### config.mk
export PLATFORM = sky130hd
export DESIGN_NAME = key_debounce_pulse_flat
export DESIGN_NICKNAME = d
export VERILOG_FILES = /design/src/rtl/key_debounce_pulse_if.sv /design/src/rtl/key_debounce_pulse.sv /design/src/flat_wrapper.sv
export SDC_FILE = /design/constraint.sdc
export NUM_CORES = 1
export LEC_CHECK = 0
export CORE_MARGIN = 5
export CORE_UTILIZATION = 38
export CTS_CLUSTER_DIAMETER = 200
export CTS_CLUSTER_SIZE = 25
export DETAILED_ROUTE_END_ITERATION = 6
export HOLD_SLACK_MARGIN = 0.06
export SYNTH_ARGS = -nofsm -noshare
export SYNTH_HDL_FRONTEND = slang
export SYNTH_SLANG_ARGS = --single-unit
### constraint.sdc
create_clock -name BasysCLK -period 2.5 [get_ports BasysCLK]
set_input_delay 0.5 -clock BasysCLK [delete_from_list [all_inputs] [get_ports BasysCLK]]
set_output_delay 0.5 -clock BasysCLK [all_outputs]
set_load 0.01 [all_outputs]
### src/rtl/key_debounce_pulse_if.sv
// Button conditioner bus: raw buttons in; debounced levels, step pulses and their OR out.
// master is the conditioner side, slave is the consumer/driver side.
interface key_debounce_pulse_if #(
    parameter int CHANNELS = 5
);
    logic [CHANNELS-1:0] Button;
    logic [CHANNELS-1:0] Level;
    logic [CHANNELS-1:0] Pulse;
    logic                AnyPulse;

    modport master (input Button, output Level, Pulse, AnyPulse);
    modport slave  (output Button, input Level, Pulse, AnyPulse);
endinterface

### src/rtl/key_debounce_pulse.sv
// Multi-channel pushbutton sync/debounce with edge and hold-to-repeat step pulses.
// Latency: Level 1+DEBOUNCE_CYCLES edges after first sample, Pulse one edge later; no backpressure.
module key_debounce_pulse #(
    parameter int CHANNELS        = 5,
    parameter int DEBOUNCE_CYCLES = 2000000,
    parameter int EDGE_MODE       = 0,
    parameter int REPEAT_EN       = 0,
    parameter int REPEAT_DELAY    = 50000000,
    parameter int REPEAT_PERIOD   = 10000000
) (
    input  logic                   BasysCLK,
    input  logic                   Reset_n,
    key_debounce_pulse_if.master   bus
);

    localparam int CNT_W   = $clog2(DEBOUNCE_CYCLES);
    localparam int RPT_MAX = (REPEAT_DELAY > REPEAT_PERIOD) ? REPEAT_DELAY : REPEAT_PERIOD;
    localparam int TMR_W   = $clog2(RPT_MAX + 1);

    localparam logic [CNT_W-1:0] CNT_LAST    = CNT_W'(DEBOUNCE_CYCLES - 1);
    localparam logic [TMR_W-1:0] DELAY_LAST  = TMR_W'(REPEAT_DELAY - 1);
    localparam logic [TMR_W-1:0] PERIOD_LAST = TMR_W'(REPEAT_PERIOD - 1);

    localparam bit PULSE_RISE = (EDGE_MODE == 1) || (EDGE_MODE == 2);
    localparam bit PULSE_FALL = (EDGE_MODE == 0) || (EDGE_MODE == 2);

    typedef enum logic [1:0] {
        RPT_IDLE,
        RPT_DELAY,
        RPT_REPEAT
    } rpt_state_e;

    logic [CHANNELS-1:0] sync1_q;
    logic [CHANNELS-1:0] sync2_q;
    logic [CHANNELS-1:0] level_q;
    logic [CHANNELS-1:0] level_d_q;
    logic [CHANNELS-1:0] level_nxt;
    logic [CHANNELS-1:0] pulse_q;
    logic [CHANNELS-1:0] edge_fire;
    logic [CHANNELS-1:0] rpt_fire;

    logic [CNT_W-1:0] cnt_q   [CHANNELS];
    logic [CNT_W-1:0] cnt_nxt [CHANNELS];

    rpt_state_e       state_q   [CHANNELS];
    rpt_state_e       state_nxt [CHANNELS];
    logic [TMR_W-1:0] tmr_q     [CHANNELS];
    logic [TMR_W-1:0] tmr_nxt   [CHANNELS];

    // Any sample matching the accepted level restarts the stability window.
    always_comb begin
        for (int i = 0; i < CHANNELS; i++) begin
            cnt_nxt[i]   = '0;
            level_nxt[i] = level_q[i];
            if (sync2_q[i] != level_q[i]) begin
                if (cnt_q[i] == CNT_LAST) begin
                    level_nxt[i] = sync2_q[i];
                end else begin
                    cnt_nxt[i] = cnt_q[i] + 1'b1;
                end
            end
        end
    end

    assign edge_fire = (level_q & ~level_d_q & {CHANNELS{PULSE_RISE}})
                     | (~level_q & level_d_q & {CHANNELS{PULSE_FALL}});

    always_ff @(posedge BasysCLK or negedge Reset_n) begin
        if (!Reset_n) begin
            sync1_q   <= '0;
            sync2_q   <= '0;
            level_q   <= '0;
            level_d_q <= '0;
            pulse_q   <= '0;
            for (int i = 0; i < CHANNELS; i++) begin
                cnt_q[i] <= '0;
            end
        end else begin
            sync1_q   <= bus.Button;
            sync2_q   <= sync1_q;
            level_q   <= level_nxt;
            level_d_q <= level_q;
            pulse_q   <= edge_fire | rpt_fire;
            for (int i = 0; i < CHANNELS; i++) begin
                cnt_q[i] <= cnt_nxt[i];
            end
        end
    end

    // Repeat FSM: the press is seen the same cycle the edge pulse is generated, so the
    // first repeat lands REPEAT_DELAY cycles after the press pulse. A pending fall
    // (level_nxt low) already aborts, so no repeat coincides with the release.
    always_comb begin
        for (int i = 0; i < CHANNELS; i++) begin
            state_nxt[i] = state_q[i];
            tmr_nxt[i]   = tmr_q[i];
            rpt_fire[i]  = 1'b0;
            if ((REPEAT_EN == 0) || !level_q[i] || !level_nxt[i]) begin
                state_nxt[i] = RPT_IDLE;
                tmr_nxt[i]   = '0;
            end else begin
                case (state_q[i])
                    RPT_IDLE: begin
                        if (!level_d_q[i]) begin
                            state_nxt[i] = RPT_DELAY;
                            tmr_nxt[i]   = '0;
                        end
                    end
                    RPT_DELAY: begin
                        if (tmr_q[i] == DELAY_LAST) begin
                            state_nxt[i] = RPT_REPEAT;
                            tmr_nxt[i]   = '0;
                            rpt_fire[i]  = 1'b1;
                        end else begin
                            tmr_nxt[i] = tmr_q[i] + 1'b1;
                        end
                    end
                    RPT_REPEAT: begin
                        if (tmr_q[i] == PERIOD_LAST) begin
                            tmr_nxt[i]  = '0;
                            rpt_fire[i] = 1'b1;
                        end else begin
                            tmr_nxt[i] = tmr_q[i] + 1'b1;
                        end
                    end
                    default: begin
                        state_nxt[i] = RPT_IDLE;
                        tmr_nxt[i]   = '0;
                    end
                endcase
            end
        end
    end

    always_ff @(posedge BasysCLK or negedge Reset_n) begin
        if (!Reset_n) begin
            for (int i = 0; i < CHANNELS; i++) begin
                state_q[i] <= RPT_IDLE;
                tmr_q[i]   <= '0;
            end
        end else begin
            for (int i = 0; i < CHANNELS; i++) begin
                state_q[i] <= state_nxt[i];
                tmr_q[i]   <= tmr_nxt[i];
            end
        end
    end

    assign bus.Level    = level_q;
    assign bus.Pulse    = pulse_q;
    assign bus.AnyPulse = |pulse_q;

endmodule
### src/flat_wrapper.sv
// flat-port wrapper written by rule: the top's interface ports become plain ports
module key_debounce_pulse_flat 
#(
    parameter int CHANNELS        = 5,
    parameter int DEBOUNCE_CYCLES = 2000000,
    parameter int EDGE_MODE       = 0,
    parameter int REPEAT_EN       = 0,
    parameter int REPEAT_DELAY    = 50000000,
    parameter int REPEAT_PERIOD   = 10000000
)
  (BasysCLK, Reset_n, bus_Button, bus_Level, bus_Pulse, bus_AnyPulse);
  key_debounce_pulse_if #(.CHANNELS(CHANNELS)) bus_i ();
  input  logic BasysCLK;
  input  logic Reset_n;
  input wire logic [$bits(bus_i.Button)-1:0] bus_Button;
  output wire logic [$bits(bus_i.Level)-1:0] bus_Level;
  output wire logic [$bits(bus_i.Pulse)-1:0] bus_Pulse;
  output wire logic [$bits(bus_i.AnyPulse)-1:0] bus_AnyPulse;
  assign bus_i.Button = bus_Button;
  assign bus_Level = bus_i.Level;
  assign bus_Pulse = bus_i.Pulse;
  assign bus_AnyPulse = bus_i.AnyPulse;
  key_debounce_pulse #(.CHANNELS(CHANNELS), .DEBOUNCE_CYCLES(DEBOUNCE_CYCLES), .EDGE_MODE(EDGE_MODE), .REPEAT_EN(REPEAT_EN), .REPEAT_DELAY(REPEAT_DELAY), .REPEAT_PERIOD(REPEAT_PERIOD)) u_core (.BasysCLK(BasysCLK), .Reset_n(Reset_n), .bus(bus_i));
endmodule
# Yosys cells after proc, flatten, opt, wreduce, memory -nomap -nowiden
# Cells that the tools add are included.
[op_classes]
bitwise_logic = 2
addsub = 5
reduce_logical = 6
n_eq_ne = 10
muxes = 10
[op_table]
columns = ["op", "count"]
rows = [
  ["$mux 21", 10],
  ["$add 21x1->21 const B", 5],
  ["$eq 21x21->1 const B", 5],
  ["$reduce_and 2->1", 5],
  ["$and 5x5->5", 1],
  ["$ne 1x1->1", 5],
  ["$not 5->5", 1],
  ["$reduce_or 5->1", 1],
]
[totals]
regBits = 130
inputBits = 7
output_inout_bits = 11

# Longest topological paths before layout
# Gate-level depths: netlist of run 1.
[depth]
depth_word = 3
depth_mapped = 8
mapped_depth_nobuf = 5

# Worst setup path after synthesis of run 1
# Ideal clock, no wire load.
[synth_path]
kind = "reg-to-reg"
startpoint = "reg u_core.cnt_q[63] (netlist bit)"
endpoint = "reg u_core.cnt_q[83] (netlist bit)"
arrival_ns = 1.829
path_buffers = 1
slack_ns = 0.591
path_stages_with_launch = 7
path_cell_list = "dfrtp_1 ha_1 nand4_1 or3_1 clkbuf_1 or4_1 a21oi_1"
[synth_lines]
columns = ["element", "line", "rtl"]
rows = [
  ["start: declaration", "key_debounce_pulse.sv:42", "logic [CNT_W-1:0] cnt_q [CHANNELS];"],
  ["start signal: indexed assignment", "key_debounce_pulse.sv:85", "cnt_q[i] <= cnt_nxt[i];"],
]

# Worst setup path after layout of run 1
[layout_path]
startpoint = "reg u_core.pulse_q[3] (netlist: u_core.bus.Pulse[3])"
endpoint = "out bus_AnyPulse"
[layout_via]
elab_chain_cells = 1
[layout_lines]
columns = ["element", "line", "rtl"]
rows = [
  ["start: declaration", "key_debounce_pulse.sv:38", "logic [CHANNELS-1:0] pulse_q;"],
  ["start signal: assignment", "key_debounce_pulse.sv:83", "pulse_q <= edge_fire | rpt_fire;"],
  ["$reduce_or 5->1", "key_debounce_pulse.sv:151", "assign bus.AnyPulse = |pulse_q;"],
  ["end: declaration", "flat_wrapper.sv:18", "output wire logic [$bits(bus_i.AnyPulse)-1:0] bus_AnyPulse;"],
]
# No other way between the ends.

==> run metrics, run 1 <==
post-route setup slack approximately 0.43 ns; maximum fanout count along the critical path 2; path category of the worst min-delay check in2async; number of synthesized flops with an enable pin 0; Pwr Density about 690 nW/um^2; R2R depth 4; time the worst path needs with I/O delays and setup around 2.1 ns; Max stage delay cell, worst path clkdlybuf4s50_1; HPWL Detailed 8.060 mm; share of final-layout standard cells stronger than drive strength 1 0.08964; global-route wire length before repair just over 20 mm; number of CTS-inserted buffers 17; count of hold-fix buffers inserted at cts 0; total nets after synthesis approximately 620; maximum number of pins on one net before global-route repair between 70 and 80; clock latency at the later pin of the worst-skew pair approximately 0.41 ns; maximum operating frequency between 400 and 500 MHz; Overall Global Routing Usage 0.1362; worst-case vdd ir drop a little under 0.0005 V; clock tree from TritonCTS yes; Synth async-reset ratio 1.000; top post-synthesis cells by area dfrtp_1, nor2_1, xnor2_1; worst-path cell chain nor3_1, nand2_1, clkdlybuf4s50_1; Worst EP required 2.00 ns; average via count per standard cell ~5.2; initial antenna violation count 0; path type of the worst setup path reg2out; maximum buffer depth of the clock tree 2; maximum clock skew at final layout 0.005778 ns; cell area after placement ~6600 sq um; total congestion overflow 0; Final Hold Vio Count 0; number of antenna repair diodes 0; DIE AREA around 19000 sq um; Port Buf Inserts 17; number of distinct library cells after synthesis 40; Die H roughly 140 microns; H-tree levels 4; post-synthesis cell count between 600 and 700; delay of the slowest cell on the worst path between 0.4 and 0.5 ns; commonest register cell after synthesis dfrtp_1; standard cell core area 15830 sq um; beginning of the worst register-to-register path u_core.cnt_q[12]; Slew Limit Fails 0; status finished clean; Final Hold Slack 0.1015 ns; layout overhead on the synthesized area 17.89%; Synth top area share 0.5333; cell taking the most area after synthesis dfrtp_1; Routability Congestion a little over 0.8; max-cap check violation count 0; post-route DRC violation count 0; Setup WS pre-CTS 0.4449 ns; Die Wd approximately 140 microns; netlist area before placement around 6100 sq um; WL/cell 13.72 microns; number of global-route vias before repair ~4300; critical path arrival between 1.5 and 2 ns; endpoint of the lowest-slack register-to-register path u_core.cnt_q[5]; max_slew headroom 0.4637; WL final roughly 12 mm; share of the clock period used by the worst path after layout 0.8283; sequential cell area fraction in the yosys report 0.5333; floorplan row count 46; number of vias after detailed routing ~4500; First DRT Iteration DRCs approximately 260; number of nets with antenna violations after detailed routing 0; Total Nets Final roughly 650; unrepaired setup endpoints after global routing no; PostCTS Resize Cnt 0; Clock Tree Root clkbuf_16; flip-flop and latch count after synthesis 130; Crit. End Element output pin; transition time at the pin with the least slew margin ~0.80 ns; endpoints failing setup 0; initial core utilization 0.3854; number of iterations in the first detailed-routing pass 4; Final Cell Area between 7000 and 8000 sq um; register-to-register setup slack ~0.45 ns; number of setup buffers added after CTS 0; boundary pin count 18; post-synthesis area per instance between 10 and 15 sq um; count of warnings emitted by yosys 0; setup total negative slack 0 ns; clock slew at the register clock pins of the worst setup and hold paths ~0.06 ns; standby leakage power ~2.9 nW; Sinks on Clock Net 130; Setup crit start kind register
[sequential cells by signal, summed over array words and instances, names as in the netlist]
signal and count:
u_core.sync2_q 5, u_core.bus.Pulse 5, u_core.cnt_q 105, u_core.bus.Level 5
u_core.level_d_q 5, u_core.sync1_q 5
[cells in the final DEF, fill, tap and decap left out, types with 7 or more instances in the layout]
| cell | netlist | final |
|---|---|---|
| or4_1 | 10 | 10 |
| nor2_1 | 79 | 79 |
| and2_1 | 7 | 7 |
| xor2_1 | 31 | 31 |
| and4_1 | 15 | 15 |
| dfrtp_1 | 130 | 130 |
| xnor2_1 | 32 | 32 |
| nand2_1 | 34 | 34 |
| clkbuf_16 | 0 | 17 |
| nor4b_1 | 8 | 8 |
| inv_1 | 16 | 16 |
| nand3_1 | 39 | 39 |
| o31ai_1 | 9 | 9 |
| nor3_1 | 8 | 8 |
| nand4_1 | 31 | 31 |
| or3_1 | 25 | 25 |
| nor4_1 | 11 | 11 |
| o21ai_0 | 25 | 25 |
| clkdlybuf4s50_1 | 0 | 16 |
| a21oi_1 | 37 | 37 |
[worst max-delay path: cells and delay by family (launching register included)]
kind,cells,cell delay [ns]
buffers and inverters,1,0.48
flip-flops,1,0.43
AND/OR/NAND/NOR,2,0.25
[report_power, final]
part	internal [mW]	leakage (nW)	switching (mW)	total [mW]
combinational	0.0460	0.775	0.0900	0.136
sequential	2.13	1.78	0.0257	2.16
clock	1.72	0.305	0.912	2.63
total	3.90	2.86	1.03	4.93
[layout make-up]
class | count | area, sq um
clock buffer | 19 | 452.9
clock inverter | 13 | 183.9
fill | 1492 | 8637
inverter | 16 | 60.06
multi-input combinational | 444 | 2714
sequential | 130 | 3253
tap | 216 | 270.3
timing repair buffer | 25 | 256.5
[cell families (layout without fill, tap and decap cells)]
group,count (synthesis),in the layout,synth area share
AND/OR/NAND/NOR,292,292,0.2613
flip-flops,130,130,0.5333
AO/OA/AOI/OAI,79,79,0.07364
XOR/XNOR,63,63,0.09046
buffers and inverters,29,73,0.02174
adder cells (fa/ha/maj),5,5,0.01026
multiplexers,5,5,0.009230
[per-stage QoR]
stage	utilization	cells	power (mW)
3_5_place_dp	0.4141	831	2.336
4_1_cts	0.4543	863	5.000
3_3_place_gp	0.4141	831	2.330
5_1_grt	0.4543	863	5.124
2_1_floorplan	-	603	2.253
6_report	0.4543	863	4.926
[per-layer routing]
layer	wire length, microns	vias to the layer above	GRT usage
met3	414	14	0.03787
li1	-	2237	-
met4	157	0	0.05095
met2	5347	74	0.2056
met1	5922	2174	0.1872
met5	0	-	0
[cells in the mapped netlist, types with 8 or more instances]
master   instances
dfrtp_1        130
nor2_1          79
nand3_1         39
a21oi_1         37
nand2_1         34
xnor2_1         32
nand4_1         31
xor2_1          31
o21ai_0         25
or3_1           25
inv_1           16
and4_1          15
nor4_1          11
or4_1           10
o31ai_1          9
nor3_1           8
nor4b_1          8
[how the worst max path moves through the flow]
stage	start	slack (ns)	end
floorplan	u_core.cnt_q[63]	0.59	u_core.cnt_q[83]
global route	u_core.cnt_q[12]	0.29	u_core.cnt_q[5]
global placement	u_core.cnt_q[16]	0.49	u_core.cnt_q[12]
finish	u_core.bus.Pulse[3]	0.43	bus_AnyPulse
detailed placement	u_core.cnt_q[12]	0.44	u_core.cnt_q[15]
CTS	u_core.bus.Pulse[3]	0.38	bus_AnyPulse
No activity file was read; power rests on OpenSTA's default activity.
==> inputs of run 2 (changes only) <==
==> constraint.sdc (replaced) <==
create_clock -name BasysCLK -period 2 [get_ports BasysCLK]
set_input_delay 0.4 -clock BasysCLK [delete_from_list [all_inputs] [get_ports BasysCLK]]
set_output_delay 0.4 -clock BasysCLK [all_outputs]
set_load 0.01 [all_outputs]
==> run 2 against run 1 <==
Against the previous run: final area is 2.0% higher; utilization up 0.89 points; global-route usage up 0.62 points; clock skew is essentially flat; setup slack worse by 0.31 ns; power up 19%; sequential share of layout area decreased by 0.86 points; via count is 2.1% higher; final cell count increased by 2.5%; critical path depth rose by 2; critical path type is now reg2reg; largest power group unchanged.
==> run metrics, run 2 (same netlist as run 1, synthesis figures left out) <==
number of nets with antenna violations after detailed routing 0 (unchanged); number of iterations in the first detailed-routing pass 4 (unchanged); time the worst path needs with I/O delays and setup 1.879 ns; global-route wire length before repair 21.33 mm (+4.9%); Overall Global Routing Usage 0.1424 (+0.006212); switching power share of the total 0.2167 (+0.008035); Crit. End Element register; number of non-filler instances in the completed layout 885 (+2.5%); unrepaired setup endpoints after global routing no; Routability Congestion 0.8331 (+2.9%); total congestion overflow 0 (unchanged); transition time at the pin with the least slew margin 0.5535 ns (-0.2436 ns); Total Nets Final 668 (+3.4%); share of power burned in the clock network 0.509 (-0.025); maximum fanout count along the critical path 4 (+2); layout overhead on the synthesized area 20.21%; Sinks on Clock Net 130 (unchanged); cell internal power dissipation 4.600 mW (+18%); Setup crit start kind register; Slew Limit Fails 0 (unchanged); Switch Pwr 1.272 mW (+24%); worst-path cell chain ha_1, nand4_1, or4_1, or3_1, a21oi_1; delay of the slowest cell on the worst path 0.59 ns (+0.11 ns); average via count per standard cell 5.189 (-0.47%); Pwr Density 800.8 nW/um^2 (+17%); H-tree levels 4 (unchanged); initial core utilization 0.3854 (unchanged); most common library cell in the layout ignoring fill and taps dfrtp_1; initial antenna violation count 0 (unchanged); WL final 12.04 mm (+1.7%); total design power 5.872 mW (+19%); number of global-route vias before repair 4547 (+4.9%); clock tree from TritonCTS yes; Worst EP required 2.33 ns (+0.33 ns); Max stage delay cell, worst path or4_1; Die Wd 136.7 microns (unchanged); standby leakage power 2.965 nW (+3.7%); max_slew headroom 0.6310 (+0.1673); Setup WS pre-CTS 0.05914 ns (-0.3857 ns); clock slew at the register clock pins of the worst setup and hold paths 0.06 ns (about the same); First DRT Iteration DRCs 240 (-9.1%); Clock Tree Root clkbuf_16; number of placed instances, taps included 851 (+2.4%); Die H 136.7 microns (unchanged); clock latency at the later pin of the worst-skew pair 0.41 ns (about the same); DIE AREA 18690 sq um (unchanged); maximum clock skew at final layout 0.006208 ns (+0.0004292 ns); most frequent cells in the layout dfrtp_1, nor2_1, nand3_1; boundary pin count 18 (unchanged); max reg flops 105 (unchanged); maximum number of pins on one net before global-route repair 56 (-21%); maximum buffer depth of the clock tree 2 (unchanged); Buf+Inv Stages, Crit Path 0 (-1); number of vias after detailed routing 4592 (+2.1%); critical path arrival 2.21 ns (+0.64 ns); path category of the worst min-delay check reg2reg; floorplan row count 46 (unchanged); Port Buf Inserts 17 (unchanged); worst-case vdd ir drop 0.0005949 V (+20%); family with the most delay on the worst path simple AND/OR/NAND/NOR gates; maximum operating frequency approximately 530 MHz; endpoints failing setup 0 (unchanged); path type of the worst setup path reg2reg; max-cap check violation count 0 (unchanged); standard cell core area 15830 sq um (unchanged); setup total negative slack 0 ns (unchanged); share of final-layout standard cells stronger than drive strength 1 0.1226 (+0.03293); Biggest register u_core.cnt_q; cell area after placement 6716 sq um (+2.5%); number of CTS-inserted buffers 17 (unchanged); post-route DRC violation count 0 (unchanged); share of the clock period used by the worst path after layout 0.9395; Final Hold Vio Count 0 (unchanged); WL/cell 13.60 microns (-0.87%); status finished clean; Final Cell Area 7332 sq um (+2.0%); sequential fraction of design power 0.460 (+0.022); post-route core utilization 0.4632 (+0.008933); post-route setup slack 0.1209 ns (-0.3084 ns); HPWL Detailed 8.588 mm (+6.6%); share of total power in combinational logic 0.032 (+0.004); number of antenna repair diodes 0 (unchanged); Final Hold Slack 0.3481 ns (+0.2466 ns)
## run 2: changes by cell type in the layout (fill, tap and decap cells not counted), sizes merged
| cell | delta |
|---|---|
| buf | +21 |
| dlymetal6s2s | +1 |
| dlygate4sd3 | +1 |
| bufinv | -2 |
| clkdlybuf4s50 | -1 |
| clkinv | +2 |
## run 2: path summary, 6_finish.rpt
kind / slack (ns) / endpoint / cells after the start / from
worst max-delay path: 0.12 / u_core.cnt_q[60] / 5 / u_core.cnt_q[42]
worst min-delay path: 0.35 / u_core.sync2_q[0] / 0 / u_core.sync1_q[0]
worst max register to register: 0.12 / u_core.cnt_q[60] / 5 / u_core.cnt_q[42]
worst min register to register: 0.35 / u_core.sync2_q[0] / 0 / u_core.sync1_q[0]
max in group asynchronous: 0.89 / u_core.cnt_q[47] / 3 / Reset_n
min in group asynchronous: 0.54 / u_core.cnt_q[78] / 2 / Reset_n
## run 2: final cells by class
cell class	instances	area (sq um)
Tap cell	216	270.3
Clock inverter	13	137.6
Clock buffer	19	442.9
Inverter	16	60.06
Multi-Input combinational cell	444	2728
Fill cell	1469	8496
Timing Repair Buffer	47	439.2
Sequential cell	130	3254
## run 2: routing by layer
layer / vias to the layer above / GRT usage / share of wire
met3: 9 / 0.03971 / 0.034
met5: - / 0 / 0
li1: 2287 / - / -
met2: 49 / 0.2256 / 0.47
met4: 0 / 0.04199 / 0.0078
met1: 2247 / 0.1913 / 0.49
## run 2: worst reg2reg max path: stages (launching register included)
cell and delay [ns]:
dfrtp_1 0.39, ha_1 0.23, nand4_1 0.12, or4_1 0.59, or3_1 0.33, a21oi_1 0.16
## run 2: timing repair
action | CTS | global route
cloned | 0 | 0
gates resized for setup | 2 | 3
pin swaps | 0 | 1
setup buffers | 0 | 1
hold buffers | 1 | 0
hold endpoints to repair | 50 | 0
endpoints found under the setup margin | 1 | 10
## run 2: power groups by stage
| stage | Combinational [mW] | Sequential [mW] | Clock, mW |
|---|---|---|---|
| after floorplan | 0.0783 | 2.74 | 0 |
| after global routing | 0.218 | 2.70 | 3.19 |
| after detailed placement | 0.191 | 2.75 | 0 |
| final | 0.186 | 2.70 | 2.99 |
| after global placement | 0.185 | 2.74 | 0 |
| after CTS | 0.194 | 2.70 | 3.07 |
